--- config.mk ---
export PLATFORM = sky130hd
export DESIGN_NAME = stepper_motion_ctrl_flat
export DESIGN_NICKNAME = d
export VERILOG_FILES = /design/src/rtl/servo_pkg.sv /design/src/rtl/stepper_motion_ctrl_pkg.sv /design/src/rtl/stepper_motion_ctrl_if.sv /design/src/rtl/stepper_motion_ctrl_step_pulse_shaper.sv /design/src/rtl/stepper_motion_ctrl.sv /design/src/flat_wrapper.sv
export SDC_FILE = /design/constraint.sdc
export NUM_CORES = 1
export LEC_CHECK = 0
export CELL_PAD_IN_SITES_DETAIL_PLACEMENT = 0
export CELL_PAD_IN_SITES_GLOBAL_PLACEMENT = 1
export CORE_ASPECT_RATIO = 0.6
export CORE_UTILIZATION = 44
export DETAILED_ROUTE_END_ITERATION = 16
export GPL_TIMING_DRIVEN = 0
export PLACE_DENSITY = 0.86
export SYNTH_ARGS = -nofsm -noshare
export SYNTH_HDL_FRONTEND = slang
export SYNTH_HIERARCHICAL = 1
export SYNTH_SLANG_ARGS = --single-unit
--- constraint.sdc ---
create_clock -name clk -period 4.5 [get_ports clk]
set_input_delay 1.125 -clock clk [delete_from_list [all_inputs] [get_ports clk]]
set_output_delay 1.125 -clock clk [all_outputs]
set_load 0.01 [all_outputs]
--- src/rtl/servo_pkg.sv ---
`default_nettype none
// +----------------------------------------------------------------------+
// | Servo_PKG : servo position type and park position                    |
// | Rev 1.0                                                              |
// +----------------------------------------------------------------------+
package Servo_PKG;

   typedef logic [7:0] servo_pos_t;

   localparam servo_pos_t SERVO_POS_UP = 8'h00;

endpackage
`default_nettype wire

--- src/rtl/stepper_motion_ctrl_pkg.sv ---
`default_nettype none
// +----------------------------------------------------------------------+
// | MotorsCtrl_PKG : motion FSM states and default stepper timing        |
// | Rev 1.0                                                              |
// +----------------------------------------------------------------------+
package MotorsCtrl_PKG;

   localparam int STEPPER_PULSE_NUM_X_BITS = 16;
   localparam int STEPPER_PULSE_NUM_Y_BITS = 16;

   localparam int DEF_STEP_PERIOD_CYCLES  = 50;
   localparam int DEF_STEP_HIGH_CYCLES    = 10;
   localparam int DEF_SERVO_SETTLE_CYCLES = 1000;

   typedef enum logic [1:0] {
      SM_IDLE       = 2'd0,
      SM_SERVO_WAIT = 2'd1,
      SM_STEPPING   = 2'd2,
      SM_DONE       = 2'd3
   } stepper_motion_state_t;

   function automatic int max_int(input int a, input int b);
      return (a > b) ? a : b;
   endfunction

endpackage
`default_nettype wire

--- src/rtl/stepper_motion_ctrl_if.sv ---
`default_nettype none
// +----------------------------------------------------------------------+
// | stepper_motion_ctrl_if : motors-control command handshake            |
// | Rev 1.0                                                              |
// +----------------------------------------------------------------------+
interface stepper_motion_ctrl_if
   import MotorsCtrl_PKG::*;
   import Servo_PKG::*;
#(
   parameter int PULSE_NUM_X_BITS = STEPPER_PULSE_NUM_X_BITS,
   parameter int PULSE_NUM_Y_BITS = STEPPER_PULSE_NUM_Y_BITS
) ();

   logic [PULSE_NUM_X_BITS-1:0] pulse_num_x;
   logic [PULSE_NUM_Y_BITS-1:0] pulse_num_y;
   servo_pos_t                  servo_pos;
   logic                        trigger;
   logic                        rdy;
   logic                        done;

   modport master (
      output pulse_num_x, pulse_num_y, servo_pos, trigger,
      input  rdy, done
   );

   modport slave (
      input  pulse_num_x, pulse_num_y, servo_pos, trigger,
      output rdy, done
   );

endinterface
`default_nettype wire

--- src/rtl/stepper_motion_ctrl_step_pulse_shaper.sv ---
`default_nettype none
// +----------------------------------------------------------------------+
// | step_pulse_shaper : stretches a one-cycle request to HIGH_CYCLES     |
// | Rev 1.0                                                              |
// +----------------------------------------------------------------------+
module step_pulse_shaper
   import MotorsCtrl_PKG::*;
#(
   parameter int HIGH_CYCLES = DEF_STEP_HIGH_CYCLES
) (
   input  logic clk,
   input  logic reset,
   input  logic step_req_i,
   output logic step_o
);

   localparam int               CNT_W    = $clog2(HIGH_CYCLES + 1);
   localparam logic [CNT_W-1:0] CNT_INIT = CNT_W'(HIGH_CYCLES - 1);

   logic             step_q, step_d;
   logic [CNT_W-1:0] cnt_q, cnt_d;

   always_comb begin
      step_d = step_q;
      cnt_d  = cnt_q;
      if (step_req_i) begin
         step_d = 1'b1;
         cnt_d  = CNT_INIT;
      end else if (cnt_q != '0) begin
         cnt_d = cnt_q - CNT_W'(1);
      end else begin
         step_d = 1'b0;
      end
   end

   always_ff @(posedge clk) begin
      if (reset) begin
         step_q <= 1'b0;
         cnt_q  <= '0;
      end else begin
         step_q <= step_d;
         cnt_q  <= cnt_d;
      end
   end

   assign step_o = step_q;

endmodule
`default_nettype wire

--- src/rtl/stepper_motion_ctrl.sv ---
`default_nettype none
// +----------------------------------------------------------------------+
// | stepper_motion_ctrl : servo-then-stepper move sequencer              |
// | Option: STEPPER_MOTION_CTRL_INTERP_EN selects linear interpolation   |
// | Rev 1.0                                                              |
// +----------------------------------------------------------------------+
module stepper_motion_ctrl
   import MotorsCtrl_PKG::*;
   import Servo_PKG::*;
#(
   parameter int PULSE_NUM_X_BITS    = STEPPER_PULSE_NUM_X_BITS,
   parameter int PULSE_NUM_Y_BITS    = STEPPER_PULSE_NUM_Y_BITS,
   parameter int STEP_PERIOD_CYCLES  = DEF_STEP_PERIOD_CYCLES,
   parameter int STEP_HIGH_CYCLES    = DEF_STEP_HIGH_CYCLES,
   parameter int SERVO_SETTLE_CYCLES = DEF_SERVO_SETTLE_CYCLES
) (
   input  logic                 clk,
   input  logic                 reset,
   stepper_motion_ctrl_if.slave cmd,
   output logic                 step_x,
   output logic                 step_y,
   output logic                 dir_x,
   output logic                 dir_y,
   output servo_pos_t           servo_pos_out
);

   localparam int MAG_W = max_int(PULSE_NUM_X_BITS, PULSE_NUM_Y_BITS);
   localparam int TMR_W = $clog2(STEP_PERIOD_CYCLES);
   localparam int SET_W = $clog2(SERVO_SETTLE_CYCLES + 1);

   localparam logic [TMR_W-1:0] TMR_LAST = TMR_W'(STEP_PERIOD_CYCLES - 1);
   localparam logic [SET_W-1:0] SET_INIT = SET_W'(SERVO_SETTLE_CYCLES - 1);

   localparam logic [1:0] ST_IDLE       = 2'(SM_IDLE);
   localparam logic [1:0] ST_SERVO_WAIT = 2'(SM_SERVO_WAIT);
   localparam logic [1:0] ST_STEPPING   = 2'(SM_STEPPING);
   localparam logic [1:0] ST_DONE       = 2'(SM_DONE);

   logic [1:0]       state_q, state_d;
   logic             rdy_q, rdy_d;
   logic             done_q, done_d;
   logic             dir_x_q, dir_x_d;
   logic             dir_y_q, dir_y_d;
   servo_pos_t       servo_q, servo_d;
   logic [MAG_W-1:0] mag_x_q, mag_x_d;
   logic [MAG_W-1:0] mag_y_q, mag_y_d;
   logic [MAG_W-1:0] mag_max_q, mag_max_d;
   logic [MAG_W-1:0] period_q, period_d;
   logic [TMR_W-1:0] tmr_q, tmr_d;
   logic [SET_W-1:0] settle_q, settle_d;

   logic [PULSE_NUM_X_BITS-1:0] w_abs_x;
   logic [PULSE_NUM_Y_BITS-1:0] w_abs_y;
   logic [MAG_W-1:0]            w_abs_x_ext, w_abs_y_ext;
   logic                        w_accept;
   logic                        w_period_go;
   logic                        w_req_x, w_req_y;

   // Negating in full width maps the most negative count to 2^(N-1) unsigned.
   assign w_abs_x = cmd.pulse_num_x[PULSE_NUM_X_BITS-1] ?
                    ({PULSE_NUM_X_BITS{1'b0}} - cmd.pulse_num_x) : cmd.pulse_num_x;
   assign w_abs_y = cmd.pulse_num_y[PULSE_NUM_Y_BITS-1] ?
                    ({PULSE_NUM_Y_BITS{1'b0}} - cmd.pulse_num_y) : cmd.pulse_num_y;
   assign w_abs_x_ext = MAG_W'(w_abs_x);
   assign w_abs_y_ext = MAG_W'(w_abs_y);

   assign w_accept    = rdy_q & cmd.trigger;
   assign w_period_go = (state_q == ST_STEPPING) && (tmr_q == '0) && (period_q != mag_max_q);

`ifdef STEPPER_MOTION_CTRL_INTERP_EN
   localparam int ACC_W = MAG_W + 1;

   logic [ACC_W-1:0] acc_q, acc_d, w_acc_sum;
   logic [MAG_W-1:0] w_minor;
   logic             w_x_major, w_minor_hit;

   always_comb begin
      w_x_major   = (mag_x_q >= mag_y_q);
      w_minor     = w_x_major ? mag_y_q : mag_x_q;
      w_acc_sum   = acc_q + ACC_W'(w_minor);
      w_minor_hit = (w_acc_sum >= ACC_W'(mag_max_q));
      w_req_x     = w_period_go && (w_x_major || w_minor_hit);
      w_req_y     = w_period_go && (!w_x_major || w_minor_hit);
      acc_d       = acc_q;
      if (w_accept) begin
         acc_d = '0;
      end else if (w_period_go) begin
         acc_d = w_minor_hit ? (w_acc_sum - ACC_W'(mag_max_q)) : w_acc_sum;
      end
   end

   always_ff @(posedge clk) begin
      if (reset) begin
         acc_q <= '0;
      end else begin
         acc_q <= acc_d;
      end
   end
`else
   always_comb begin
      w_req_x = w_period_go && (period_q < mag_x_q);
      w_req_y = w_period_go && (period_q < mag_y_q);
   end
`endif

   always_comb begin
      state_d   = state_q;
      rdy_d     = (state_q == ST_IDLE) && !w_accept;
      done_d    = 1'b0;
      dir_x_d   = dir_x_q;
      dir_y_d   = dir_y_q;
      servo_d   = servo_q;
      mag_x_d   = mag_x_q;
      mag_y_d   = mag_y_q;
      mag_max_d = mag_max_q;
      period_d  = period_q;
      tmr_d     = tmr_q;
      settle_d  = settle_q;
      case (state_q)
         ST_IDLE: begin
            if (w_accept) begin
               mag_x_d   = w_abs_x_ext;
               mag_y_d   = w_abs_y_ext;
               mag_max_d = (w_abs_x_ext >= w_abs_y_ext) ? w_abs_x_ext : w_abs_y_ext;
               dir_x_d   = cmd.pulse_num_x[PULSE_NUM_X_BITS-1];
               dir_y_d   = cmd.pulse_num_y[PULSE_NUM_Y_BITS-1];
               period_d  = '0;
               tmr_d     = '0;
               if (cmd.servo_pos != servo_q) begin
                  servo_d  = cmd.servo_pos;
                  settle_d = SET_INIT;
                  state_d  = ST_SERVO_WAIT;
               end else begin
                  state_d  = ST_STEPPING;
               end
            end
         end
         ST_SERVO_WAIT: begin
            if (settle_q == '0) begin
               state_d = ST_STEPPING;
            end else begin
               settle_d = settle_q - SET_W'(1);
            end
         end
         ST_STEPPING: begin
            // The counter reaches M on the wrap that ends the last period.
            if (period_q == mag_max_q) begin
               state_d = ST_DONE;
               done_d  = 1'b1;
            end else if (tmr_q == TMR_LAST) begin
               tmr_d    = '0;
               period_d = period_q + MAG_W'(1);
            end else begin
               tmr_d = tmr_q + TMR_W'(1);
            end
         end
         ST_DONE: begin
            state_d = ST_IDLE;
         end
         default: begin
            state_d = ST_IDLE;
         end
      endcase
   end

   always_ff @(posedge clk) begin
      if (reset) begin
         state_q   <= ST_IDLE;
         rdy_q     <= 1'b0;
         done_q    <= 1'b0;
         dir_x_q   <= 1'b0;
         dir_y_q   <= 1'b0;
         servo_q   <= SERVO_POS_UP;
         mag_x_q   <= '0;
         mag_y_q   <= '0;
         mag_max_q <= '0;
         period_q  <= '0;
         tmr_q     <= '0;
         settle_q  <= '0;
      end else begin
         state_q   <= state_d;
         rdy_q     <= rdy_d;
         done_q    <= done_d;
         dir_x_q   <= dir_x_d;
         dir_y_q   <= dir_y_d;
         servo_q   <= servo_d;
         mag_x_q   <= mag_x_d;
         mag_y_q   <= mag_y_d;
         mag_max_q <= mag_max_d;
         period_q  <= period_d;
         tmr_q     <= tmr_d;
         settle_q  <= settle_d;
      end
   end

   step_pulse_shaper #(
      .HIGH_CYCLES (STEP_HIGH_CYCLES)
   ) u_shaper_x (
      .clk        (clk),
      .reset      (reset),
      .step_req_i (w_req_x),
      .step_o     (step_x)
   );

   step_pulse_shaper #(
      .HIGH_CYCLES (STEP_HIGH_CYCLES)
   ) u_shaper_y (
      .clk        (clk),
      .reset      (reset),
      .step_req_i (w_req_y),
      .step_o     (step_y)
   );

   assign cmd.rdy       = rdy_q;
   assign cmd.done      = done_q;
   assign dir_x         = dir_x_q;
   assign dir_y         = dir_y_q;
   assign servo_pos_out = servo_q;

endmodule
`default_nettype wire
--- src/flat_wrapper.sv ---
// flat-port wrapper written by rule: the top's interface ports become plain ports
module stepper_motion_ctrl_flat import MotorsCtrl_PKG::*; import Servo_PKG::*;
#(
   parameter int PULSE_NUM_X_BITS    = STEPPER_PULSE_NUM_X_BITS,
   parameter int PULSE_NUM_Y_BITS    = STEPPER_PULSE_NUM_Y_BITS,
   parameter int STEP_PERIOD_CYCLES  = DEF_STEP_PERIOD_CYCLES,
   parameter int STEP_HIGH_CYCLES    = DEF_STEP_HIGH_CYCLES,
   parameter int SERVO_SETTLE_CYCLES = DEF_SERVO_SETTLE_CYCLES
)
  (clk, reset, step_x, step_y, dir_x, dir_y, servo_pos_out, cmd_pulse_num_x, cmd_pulse_num_y, cmd_servo_pos, cmd_trigger, cmd_rdy, cmd_done);
  stepper_motion_ctrl_if #(.PULSE_NUM_X_BITS(PULSE_NUM_X_BITS), .PULSE_NUM_Y_BITS(PULSE_NUM_Y_BITS)) cmd_i ();
  input  logic clk;
  input  logic reset;
  output logic step_x;
  output logic step_y;
  output logic dir_x;
  output logic dir_y;
  output servo_pos_t servo_pos_out;
  input wire logic [$bits(cmd_i.pulse_num_x)-1:0] cmd_pulse_num_x;
  input wire logic [$bits(cmd_i.pulse_num_y)-1:0] cmd_pulse_num_y;
  input wire logic [$bits(cmd_i.servo_pos)-1:0] cmd_servo_pos;
  input wire logic [$bits(cmd_i.trigger)-1:0] cmd_trigger;
  output wire logic [$bits(cmd_i.rdy)-1:0] cmd_rdy;
  output wire logic [$bits(cmd_i.done)-1:0] cmd_done;
  assign cmd_i.pulse_num_x = cmd_pulse_num_x;
  assign cmd_i.pulse_num_y = cmd_pulse_num_y;
  assign cmd_i.servo_pos = cmd_servo_pos;
  assign cmd_i.trigger = cmd_trigger;
  assign cmd_rdy = cmd_i.rdy;
  assign cmd_done = cmd_i.done;
  stepper_motion_ctrl #(.PULSE_NUM_X_BITS(PULSE_NUM_X_BITS), .PULSE_NUM_Y_BITS(PULSE_NUM_Y_BITS), .STEP_PERIOD_CYCLES(STEP_PERIOD_CYCLES), .STEP_HIGH_CYCLES(STEP_HIGH_CYCLES), .SERVO_SETTLE_CYCLES(SERVO_SETTLE_CYCLES)) u_core (.clk(clk), .reset(reset), .cmd(cmd_i), .step_x(step_x), .step_y(step_y), .dir_x(dir_x), .dir_y(dir_y), .servo_pos_out(servo_pos_out));
endmodule
### Word level (Yosys, flattened, before mapping)

Index checks and enable logic that the tools add are counted.

* register bits: 104
* bits of input ports: 43
* output and inout bits: 14
* logic and storage cells: 99

* add/subtract/negate cells: 7
* $lt $le $gt $ge: 3
* equal/unequal tests: 16
* muxes and demuxes: 29
* bitwise logic cells: 2
* reduce and logical (&&, ||, !) cells: 24

Operators by type and width (number)
* 16-bit 2-to-1 mux: 6
* 16-bit < comparator: 2
* 16-bit case mux with 2 select lines: 1
* 1-bit by 16-bit subtractor with 16-bit output (first input constant): 2
* 10-bit 2-to-1 mux: 3
* 10-bit case mux with 2 select lines: 1
* 6-bit 2-to-1 mux: 3
* 16-bit by 1-bit adder with 16-bit output (second input constant): 1
* 16-bit == test: 1
* 16-bit greater-or-equal comparator: 1
* 4-bit 2-to-1 mux: 4
* 16-bit != test: 1
* 2-bit != test (second input constant): 7
* 6-bit case mux with 2 select lines: 1
* 10-bit zero test: 1
* 10-bit by 1-bit subtractor with 10-bit output (second input constant): 1
* 3-bit AND reduction: 3
* 2-bit 2-to-1 mux: 4
* 8-bit != test: 1
* 2-bit case mux with 4 select lines: 1
* 4-bit AND reduction: 2
* 2-bit nonzero test: 4
* 4-bit nonzero test: 2
* 4-bit by 1-bit subtractor with 4-bit output (second input constant): 2
* other kinds (14): 26

### Longest topological paths before layout

Gate-level depths: netlist (run 1).

* depth after elaboration: 5
* depth in mapped cells: 13
* gate-level depth less buffers: 12

### Hierarchy

The synthesis (run 1) kept the hierarchy.

Modules (own cells, without submodules)
* stepper_motion_ctrl: times used 1, cells each 723, area an instance 6010.8 um2, sequential area each 1881.8 um2
* step_pulse_shaper: times used 2, cells each 23, area an instance 221.5 um2, sequential area each 100.1 um2

### Least setup slack after synthesis (run 1)

OpenSTA, ideal clock, no wires.

* path kind: in2reg
* start: in cmd_pulse_num_y[9]
* end: reg u_core.mag_max_q[1]
* library setup time: 0.120 ns
* arrival: 3.794 ns
* data required time: 4.380 ns
* path slack: 0.586 ns
* stages: 13
* buffers on the path: 1
* cells stage by stage: nor4_1 nand2b_1 or4_1 nor4b_1 inv_1 ha_1 nand2_1 nor2_1 nand2_1 o211ai_1 clkbuf_1 nor3_1 a211o_1

* longest elaborated chain between the ends: 4

RTL lines
* start, declared: RTL line flat_wrapper.sv:20 `input wire logic [$bits(cmd_i.pulse_num_y)-1:0] cmd_pulse_num_y;`
* 1-bit by 16-bit subtractor with 16-bit output: RTL line stepper_motion_ctrl.sv:63 `({PULSE_NUM_Y_BITS{1'b0}} - cmd.pulse_num_y) : cmd.pulse_num_y;`
* 16-bit 2-to-1 mux (*): RTL line stepper_motion_ctrl.sv:62 `assign w_abs_y = cmd.pulse_num_y[PULSE_NUM_Y_BITS-1] ?`
* 16-bit greater-or-equal comparator (*): RTL line stepper_motion_ctrl.sv:124 `mag_max_d = (w_abs_x_ext >= w_abs_y_ext) ? w_abs_x_ext : w_abs_y_ext;`
* 16-bit 2-to-1 mux (*): RTL line stepper_motion_ctrl.sv:124
* end signal, assigned: RTL line stepper_motion_ctrl.sv:189 `mag_max_q <= mag_max_d;`
* end, declared: RTL line stepper_motion_ctrl.sv:47 `logic [MAG_W-1:0] mag_max_q, mag_max_d;`

Mark *: on every way between the ends. The rest lies on a longest branch, timed or not.
A chain may end at the register's enable or synchronous reset.

### Worst setup path after layout (run 1)

* start: in cmd_pulse_num_x[7]
* end: reg u_core.mag_max_q[11]

* longest elaborated chain between the ends: 4

RTL lines
* start, declared: RTL line flat_wrapper.sv:19 `input wire logic [$bits(cmd_i.pulse_num_x)-1:0] cmd_pulse_num_x;`
* 1-bit by 16-bit subtractor with 16-bit output: RTL line stepper_motion_ctrl.sv:61 `({PULSE_NUM_X_BITS{1'b0}} - cmd.pulse_num_x) : cmd.pulse_num_x;`
* 16-bit 2-to-1 mux: RTL line stepper_motion_ctrl.sv:60 `assign w_abs_x = cmd.pulse_num_x[PULSE_NUM_X_BITS-1] ?`
* net u_core.w_abs_x[14]: RTL line stepper_motion_ctrl.sv:52 `logic [PULSE_NUM_X_BITS-1:0] w_abs_x;`
* 16-bit greater-or-equal comparator: RTL line stepper_motion_ctrl.sv:124
* 16-bit 2-to-1 mux: RTL line stepper_motion_ctrl.sv:124

The timed path passes the listed nets, and every way through them passes these cells.

==> metrics, run 1 <==
internal power=~2.2 mW; antenna violations before repair=0; Crit Path Class=input port to flip-flop; drt first-iter violations=543; final hold violations=0; Worst-Skew Late Latency=~0.35 ns; crit-path max FO=10; grt met1 use=0.373; final WL=~18 mm; Core Util, Final=0.547; Starting Density=0.461; Synth warnings=6; RePlAce Congestion=about 0.9; Ant. Diodes=0; Yosys cell types=56; MaxCap Viol Count=0; pwr/cell area=about 450 mW/mm2; mapped cell area=0.00645 mm2; met3 usage=0.0522; worst reg2reg path endpoint=u_core/period_q[14]$_SDFFE_PP0P_; Most used DFF post-synth=dfxtp_1; Synth area leaders=dfxtp_1, ha_1, xnor2_1; CP Capture Type=flip-flop; Reg power frac=0.354; Hold WC Path Type=flip-flop to flip-flop; Avg Inst Size Synth=8.39 um2; Cell Rows=33; most common cell after layout, fill and taps aside=dfxtp_1; Slew @ Worst Pin=0.919 ns; Worst Slack Setup Final=0.248 ns; Num CTS Buffers=9; fin. max-slew vios=0; remaining antenna violation count=0; WL per Instance=17.6 um; syn_nets=slightly below 900; first-pass GRT wire length=slightly below 30 mm; global route total overflow=0; proportion of layout cells with a drive suffix above 1=0.0702; # clock sinks=104; post-layout min period=4.25 ns; DP HPWL=14.4 mm; Startpoint Class=input port; Seq cells post-synth=104; Synth area leader=dfxtp_1; slew margin rel.=0.379; clock group share of total power=0.247; sequential share of the synthesized area=0.323; Worst EP required=4.73 ns; hold_buf cts=0; GR Layer Usage met2=0.378; post-synth top area share=0.323; clock slew at reported path FFs=0.07 ns; clock buffer depth=2; CTS tree=yes; hold path cells=2; number of global-route vias before repair=5742; Die Area=0.0152 mm2; clk_skew=roughly 0.011 ns; Sw Ratio=0.372; Die Wd=158 um; Async S/R FF share, synth=0; Vert. Die Dim=~96 um; Worst Reg2Reg Path Length in Cells=9; routed vias=around 6000; LEAKAGE=between 2 and 3 nW; 1st-pass router iterations=5; pre-CTS setup slack=-0.539 ns; most used routing layer=met2; sw power=1.27 mW; Critical Path AT=4.49 ns; RR Startpoint=u_core/state_q[0]$_SDFFE_PP0P_; largest net degree at the start of global routing=18; Via density=~5.8; unrepaired setup endpoints after global routing=no; GR Util All Layers=0.256; Root Driver=clkbuf_16; Hold Path End=u_core/mag_y_q[15]$_SDFFE_PP0P_; area delta synth->final=18.7%; nets=939; commonest non-fill, non-tap cells in the layout=dfxtp_1, nor2_1, ha_1, nand2_1, clkdlybuf4s50_1; Post-synth EDFFs=0; outcome=completed; H-tree depth=3; combinational power share=0.399; I/O pins=57; IR drop worst, VDD=209 uV; Remaining DRCs=0; Mapped Cells=slightly below 800; I/O Buffers=56; fin crit share=0.945; Final setup viols=0; min-delay src=u_core/mag_y_q[15]$_SDFFE_PP0P_; Max Clk Rate=0.235 GHz; core area=0.0140 mm2; r2r setup slk=1.50 ns
final cells by class:
cell class | instances | area (um2)
Tap cell | 192 | 240
Timing Repair Buffer | 57 | 568
Multi-Input combinational cell | 578 | 4100
Clock buffer | 9 | 225
Clock inverter | 6 | 90.1
Buffer | 33 | 153
Inverter | 54 | 203
Fill cell | 1262 | 6330
Sequential cell | 104 | 2080
how the worst max path moves through the flow:
| stage | start | slack [ns] | cells after the start | end |
|---|---|---|---|---|
| after floorplan | cmd_pulse_num_y[9] | 0.59 | 13 | u_core/mag_max_q[1]$_SDFFE_PP0P_ |
| after global placement | cmd_pulse_num_y[7] | -0.53 | 14 | u_core/mag_max_q[1]$_SDFFE_PP0P_ |
| after detailed placement | cmd_pulse_num_y[7] | -0.54 | 14 | u_core/mag_max_q[1]$_SDFFE_PP0P_ |
| after CTS | cmd_pulse_num_y[7] | 0.03 | 14 | u_core/mag_max_q[1]$_SDFFE_PP0P_ |
| after global routing | cmd_pulse_num_y[3] | 0.01 | 14 | u_core/mag_max_q[1]$_SDFFE_PP0P_ |
| final | cmd_pulse_num_x[7] | 0.25 | 12 | u_core/mag_max_q[11]$_SDFFE_PP0P_ |
worst max-delay path, cell delays in order:
cell	delay (ns)
clkdlybuf4s50_1	0.50
or4_1	0.57
or4_1	0.49
o21ai_1	0.23
xnor2_2	0.19
ha_1	0.29
nand2_1	0.08
nor2_1	0.05
a211oi_1	0.17
o211ai_1	0.18
clkbuf_2	0.24
o311ai_0	0.37
metal layers:
layer  routed length, um  up-vias
li1                    -     2917
met1                9270     2801
met2                7280      236
met3                1440       18
met4                 212        0
met5                   0        -
power by group through the flow:
stage	clock network, mW	logic, mW	registers (mW)
2_1_floorplan	0	0.952	1.21
3_3_place_gp	0	1.28	1.22
3_5_place_dp	0	1.33	1.23
4_1_cts	0.867	1.34	1.21
5_1_grt	0.901	1.51	1.23
6_report	0.848	1.37	1.21
sequential cells by signal, summed over array words and instances (netlist names):
signal and flops:
u_core/u_shaper_x/step_o 1, u_core/settle_q 10, u_core/state_q 2, u_core/dir_y 1
u_core/mag_y_q 16, u_core/dir_x 1, u_core/u_shaper_y/step_o 1, u_core/period_q 16
u_core/tmr_q 6, u_core/u_shaper_y/cnt_q 4, u_core/mag_x_q 16, u_core/servo_pos_out 8
u_core/cmd.done 1, u_core/cmd.rdy 1, u_core/u_shaper_x/cnt_q 4, u_core/mag_max_q 16
synth_stat cells, types with 11 or more instances:
library cell / n
inv_1: 54
o311ai_0: 13
a21oi_1: 39
clkbuf_1: 27
ha_1: 59
xnor2_1: 47
nor4_1: 11
nand3_1: 25
nand2b_1: 11
nand3b_1: 17
nand2_1: 58
a211oi_1: 42
xor2_1: 13
nor2_1: 75
mux2i_1: 14
nand4_1: 12
o21ai_0: 31
dfxtp_1: 104
through the flow:
| stage | power [mW] | instances | TNS (ns) | hold slack, ns | instance area (um2) |
|---|---|---|---|---|---|
| finish | 3.43 | 1033 | 0 | 0.460 | 7660 |
| floorplan | 2.16 | 769 | 0 | 0.432 | 6450 |
| detailed placement | 2.56 | 1017 | -6.45 | 0.450 | 7250 |
| global placement | 2.50 | 1017 | -6.04 | 0.443 | 7250 |
| CTS | 3.41 | 1032 | 0 | 0.460 | 7580 |
| global route | 3.65 | 1033 | 0 | 0.475 | 7660 |
kinds of logic (layout without fill, tap and decap cells):
logic type | count (synthesis) | after routing | synth area share
AOI/OAI and AO/OA | 181 | 181 | 0.194
DFF | 104 | 104 | 0.323
muxes | 14 | 14 | 0.0217
adders and majority gates | 59 | 59 | 0.114
xor gates and xnor gates | 60 | 60 | 0.0814
and+or+nand+nor | 264 | 264 | 0.212
buffers and inverters | 87 | 159 | 0.0541
timing repair:
action / in CTS / in global routing
resized for setup: 1 / 20
endpoints found under the setup margin: 15 / 16
buffers inserted: 0 / 1
pin swaps: 0 / 2
Note: power is estimated with default switching activity, not from simulation.
==> inputs of run 2 (changes only) <==
- CORE_UTILIZATION: 44 -> 40
- GPL_ROUTABILITY_DRIVEN: default -> 0
- PLACE_DENSITY: 0.86 -> 0.8
==> run 2 against run 1 <==
The run now ends with DRC left; final cell count grew 1.2%; global-route usage shrank 2.4 points; via count up 0.35%; cell area up 0.31%; die area grew 9.8%; sequential share of layout area down 0.084 points; maximum frequency fell by 1.6%; clock skew decreased by 0.0015 ns; core utilization fell by 5.3 points; count of clock-buffer cells in the layout is the same.
==> metrics, run 2 (same netlist as run 1, synthesis figures left out) <==
Hold WS=0.457 ns; LEAKAGE=2.77 nW; Crit Path Class=input port to flip-flop; fin cells=1045; WL per Instance=18.2 um; Final setup viols=0; I/O Buffers=56; DP HPWL=15.1 mm; proportion of layout cells with a drive suffix above 1=0.0713; routed vias=approximately 6000; Worst Slack Setup Final=0.178 ns; drt first-iter violations=about 430; Num CTS Buffers=9; clk_skew=0.00966 ns; clock group share of total power=0.243; internal power=2.12 mW; failing checks=DRC; Reg power frac=0.354; WL met2=7.53 mm; slew margin rel.=0.323; Die Wd=166 um; H-tree depth=3; crit-path max FO=10; sw power=1.32 mW; MaxCap Viol Count=0; global route total overflow=0; Die Area=0.0167 mm2; Cell Rows=35; number of global-route vias before repair=5762; Area after DPL=0.00727 mm2; outcome=finished, violations left; most common cell after layout, fill and taps aside=dfxtp_1; Critical Path AT=between 4 and 5 ns; Worst-Skew Late Latency=0.35 ns; Via density=5.73; # clock sinks=104; Core Util, Final=0.494; Finished Cell Area=roughly 0.0077 mm2; Hold WC Path Type=flip-flop to flip-flop; final setup TNS=0 ns; DR top layer=met4; area delta synth->final=19.1%; Startpoint Class=input port; largest net degree at the start of global routing=21; pwr/cell area=around 450 mW/mm2; CTS tree=yes; clock buffer depth=2; met3 wire length=roughly 1.3 mm; Ant. Diodes=0; fin crit share=0.960; combinational power share=0.403; first-pass GRT wire length=between 30 and 40 mm; Starting Density=0.415; M1 WL=about 10 mm; final WL=19.0 mm; CP Capture Type=flip-flop; antenna violations before repair=0; Remaining DRCs=1; pre-CTS setup slack=-0.605 ns; 1st-pass router iterations=11; Sw Ratio=0.384; post-layout min period=4.32 ns; cell count after placement=just over 1000; I/O pins=57; Vert. Die Dim=100 um; clock slew at reported path FFs=0.07 ns; Max Clk Rate=0.231 GHz; remaining antenna violation count=0; final hold violations=0; unrepaired setup endpoints after global routing=no; Worst EP required=4.74 ns; Root Driver=clkbuf_16; nets=939; fin. max-slew vios=0; core area=0.0155 mm2; commonest non-fill, non-tap cells in the layout=dfxtp_1, nor2_1, ha_1, nand2_1, clkdlybuf4s50_1; PnR Total Power=3.44 mW; GR Util All Layers=0.232; IR drop worst, VDD=between 200 and 250 uV; Slew @ Worst Pin=1.00 ns
## run 2: cell count changes in the layout (fill, tap and decap cells not counted), sizes merged
| cell | change |
|---|---|
| inv | +3 |
| bufinv | -1 |
| clkinvlp | -1 |
## run 2: layout make-up
| class | instances | area, um2 |
|---|---|---|
| Buffer | 33 | 149 |
| Clock buffer | 9 | 225 |
| Clock inverter | 7 | 92.6 |
| Fill cell | 1427 | 7860 |
| Inverter | 54 | 203 |
| Multi-Input combinational cell | 578 | 4110 |
| Sequential cell | 104 | 2080 |
| Tap cell | 203 | 254 |
| Timing Repair Buffer | 57 | 568 |
## run 2: path summary, 6_finish.rpt
path	from	slack, ns	to	cells after the start
max reg2reg	u_core/state_q[0]$_SDFFE_PP0P_	1.46	u_core/period_q[14]$_SDFFE_PP0P_	9
min reg2reg	u_core/mag_y_q[1]$_SDFFE_PP0P_	0.46	u_core/mag_y_q[1]$_SDFFE_PP0P_	2
min	u_core/mag_y_q[1]$_SDFFE_PP0P_	0.46	u_core/mag_y_q[1]$_SDFFE_PP0P_	2
max	cmd_pulse_num_x[9]	0.18	u_core/mag_max_q[1]$_SDFFE_PP0P_	13
## run 2: repair_timing
item,in CTS,in global routing
setup buffers,0,1
resized for setup,2,19
hold buffers,0,0
pin swaps,0,1
setup endpoints to repair,16,16
hold endpoints to repair,0,0
cloned,0,0
## run 2: per-layer routing
layer	track usage	vias to the layer above
li1	-	2921
met1	0.344	2863
met2	0.346	192
met3	0.0382	17
met4	0.0554	0
met5	0	-
## run 2: critical path, cell delays in order
cell and delay, ns:
clkdlybuf4s50_1 0.46, or4_1 0.61, or4_1 0.50, o21ai_1 0.22, xnor2_2 0.14, ha_1 0.30, nand2_1 0.06, nor2_1 0.12
nand2_1 0.07, o211ai_1 0.26, clkbuf_2 0.32, nor3_1 0.10, a211o_1 0.27
## run 2: power groups by stage
| stage | combinational (mW) | clock, mW | sequential, mW |
|---|---|---|---|
| floorplan | 0.952 | 0 | 1.21 |
| global placement | 1.29 | 0 | 1.22 |
| detailed placement | 1.35 | 0 | 1.23 |
| CTS | 1.36 | 0.851 | 1.21 |
| global route | 1.53 | 0.887 | 1.24 |
| finish | 1.39 | 0.835 | 1.22 |
==> inputs of run 3 (changes only) <==
- SETUP_SLACK_MARGIN: default -> 0.3
- TNS_END_PERCENT: default -> 1
==> run 3 against run 2 <==
The run still ends with DRC left; clock power is essentially flat; core utilization increased by 1.5 points; sequential share of layout area down 0.82 points; global-route usage increased by 0.058 points; setup slack better by 0.16 ns; sequential power hardly changed; final cell count grew 0.96%; wire length grew 2.7%; critical path depth is 2 lower; maximum frequency increased by 3.8%; register-to-register slack hardly changed; power up 0.90%; critical path type unchanged; largest cell class unchanged; highest routed layer unchanged.
==> metrics, run 3 (same netlist as run 1, synthesis figures left out) <==
Die Wd=between 150 and 200 um; DP HPWL=15.1 mm; Die Area=roughly 0.017 mm2; crit-path max FO=5; Reg power frac=0.351; most common cell after layout, fill and taps aside=dfxtp_1; Finished Cell Area=roughly 0.0079 mm2; final WL=19.5 mm; fin cells=1055; Starting Density=0.415; final hold violations=0; fin. max-slew vios=0; Worst-Skew Late Latency=0.36 ns; H-tree depth=3; Vert. Die Dim=100 um; Via density=5.74; IR drop worst, VDD=231 uV; Critical Path AT=4.41 ns; Sw Ratio=0.385; pwr/cell area=438 mW/mm2; area delta synth->final=22.8%; combinational power share=0.408; failing checks=DRC; PnR Total Power=3.47 mW; MaxCap Viol Count=0; antenna violations before repair=0; largest net degree at the start of global routing=21; clock slew at reported path FFs=0.07 ns; Hold WS=0.456 ns; number of global-route vias before repair=5793; fin crit share=0.925; GR Util All Layers=0.232; sw power=approximately 1.3 mW; cell count after placement=a little over 1000; outcome=finished, violations left; unrepaired setup endpoints after global routing=yes; first-pass GRT wire length=30.2 mm; core area=0.0155 mm2; Area after DPL=0.00727 mm2; global route total overflow=0; Remaining DRCs=1; Final setup viols=0; r2r setup slk=1.45 ns; internal power=about 2.1 mW; CTS tree=yes; drt first-iter violations=roughly 400; clk_skew=between 0.01 and 0.015 ns; Worst path max stage delay=0.53 ns; Startpoint Class=input port; Max Clk Rate=between 0.2 and 0.25 GHz; routed vias=roughly 6100; post-layout min period=4.16 ns; LEAKAGE=2.96 nW; CP Capture Type=flip-flop; clock group share of total power=0.241; clock buffer depth=2; Root Driver=clkbuf_16; Crit Path Class=input port to flip-flop; Hold WC Path Type=flip-flop to flip-flop; slew margin rel.=0.314; Worst EP required=4.74 ns; fill count=between 1000 and 1500; hold_buf cts=0; Cell Rows=35; critical path's slowest cell=clkdlybuf4s50_1; commonest non-fill, non-tap cells in the layout=dfxtp_1, nor2_1, ha_1, nand2_1, inv_1; worst-path cell chain=clkdlybuf4s50_1, or4_1, o21ai_1, xnor2_2, ha_1, a211oi_1, nor2_1, a211oi_1, o211ai_1, clkdlybuf4s15_2, o311ai_0; I/O Buffers=56; 1st-pass router iterations=11; proportion of layout cells with a drive suffix above 1=0.103; WL per Instance=approximately 18 um; Slew @ Worst Pin=between 1 and 1.5 ns; final setup TNS=0 ns; Num CTS Buffers=9; nets=between 900 and 1000; I/O pins=57; most used cell, CP=a211oi_1; remaining antenna violation count=0; # clock sinks=104; Ant. Diodes=0
==> run 3: cell count changes in the layout (fill, tap and decap cells not counted), sizes merged <==
cell           before  now
clkdlybuf4s15       0    1
clkbuf             36   35
clkdlybuf4s50      56   48
buf                 7   17
dlymetal6s2s        0    8
==> run 3: metrics by stage <==
stage	utilization	setup slack, ns
floorplan	-	0.586
global placement	0.468	-0.564
detailed placement	0.468	-0.605
CTS	0.494	0.279
global route	0.510	0.199
finish	0.510	0.336
==> run 3: area by class of cell <==
class,count,area (um2),area share
clock buffer,9,225,0.0284
buffer,33,158,0.0199
multi-input combinational,578,4240,0.536
timing repair buffer,67,667,0.0841
tap,203,254,0.0320
inverter,54,203,0.0256
clock inverter,7,92.6,0.0117
sequential,104,2080,0.263
==> run 3: layer usage <==
layer	track usage	routed length [um]
met5	0	0
met4	0.0575	230
met3	0.0375	1480
met2	0.348	7870
met1	0.344	9920
==> run 3: path summary, 6_finish.rpt <==
| check | from | endpoint | cells after the start |
|---|---|---|---|
| max | cmd_pulse_num_x[3] | u_core/mag_max_q[2]$_SDFFE_PP0P_ | 11 |
| min | u_core/mag_y_q[1]$_SDFFE_PP0P_ | u_core/mag_y_q[1]$_SDFFE_PP0P_ | 2 |
| max reg2reg | u_core/state_q[0]$_SDFFE_PP0P_ | u_core/period_q[14]$_SDFFE_PP0P_ | 9 |
| min reg2reg | u_core/mag_y_q[1]$_SDFFE_PP0P_ | u_core/mag_y_q[1]$_SDFFE_PP0P_ | 2 |
==> run 3: power groups by stage <==
| stage | logic [mW] | clock network (mW) | registers, mW |
|---|---|---|---|
| final | 1.41 | 0.836 | 1.22 |
| after global routing | 1.56 | 0.887 | 1.24 |
| after CTS | 1.36 | 0.851 | 1.21 |
| after detailed placement | 1.35 | 0 | 1.23 |
| after global placement | 1.29 | 0 | 1.22 |
| after floorplan | 0.952 | 0 | 1.21 |
==> run 3: worst max-delay path: cells and delay by family <==
kind	cells	cell delay [ns]
xor+xnor	1	0.23
simple gates	2	0.59
fa+ha+maj	1	0.33
compound gates	5	1.29
buf+inv	2	0.84
==> run 3: what timing repair did <==
item                                    in CTS  in global routing
resized for setup                           15                 46
pin swaps                                    0                 11
buffers inserted                             1                  9
endpoints found under the setup margin      16                 16
cloned                                       0                  1
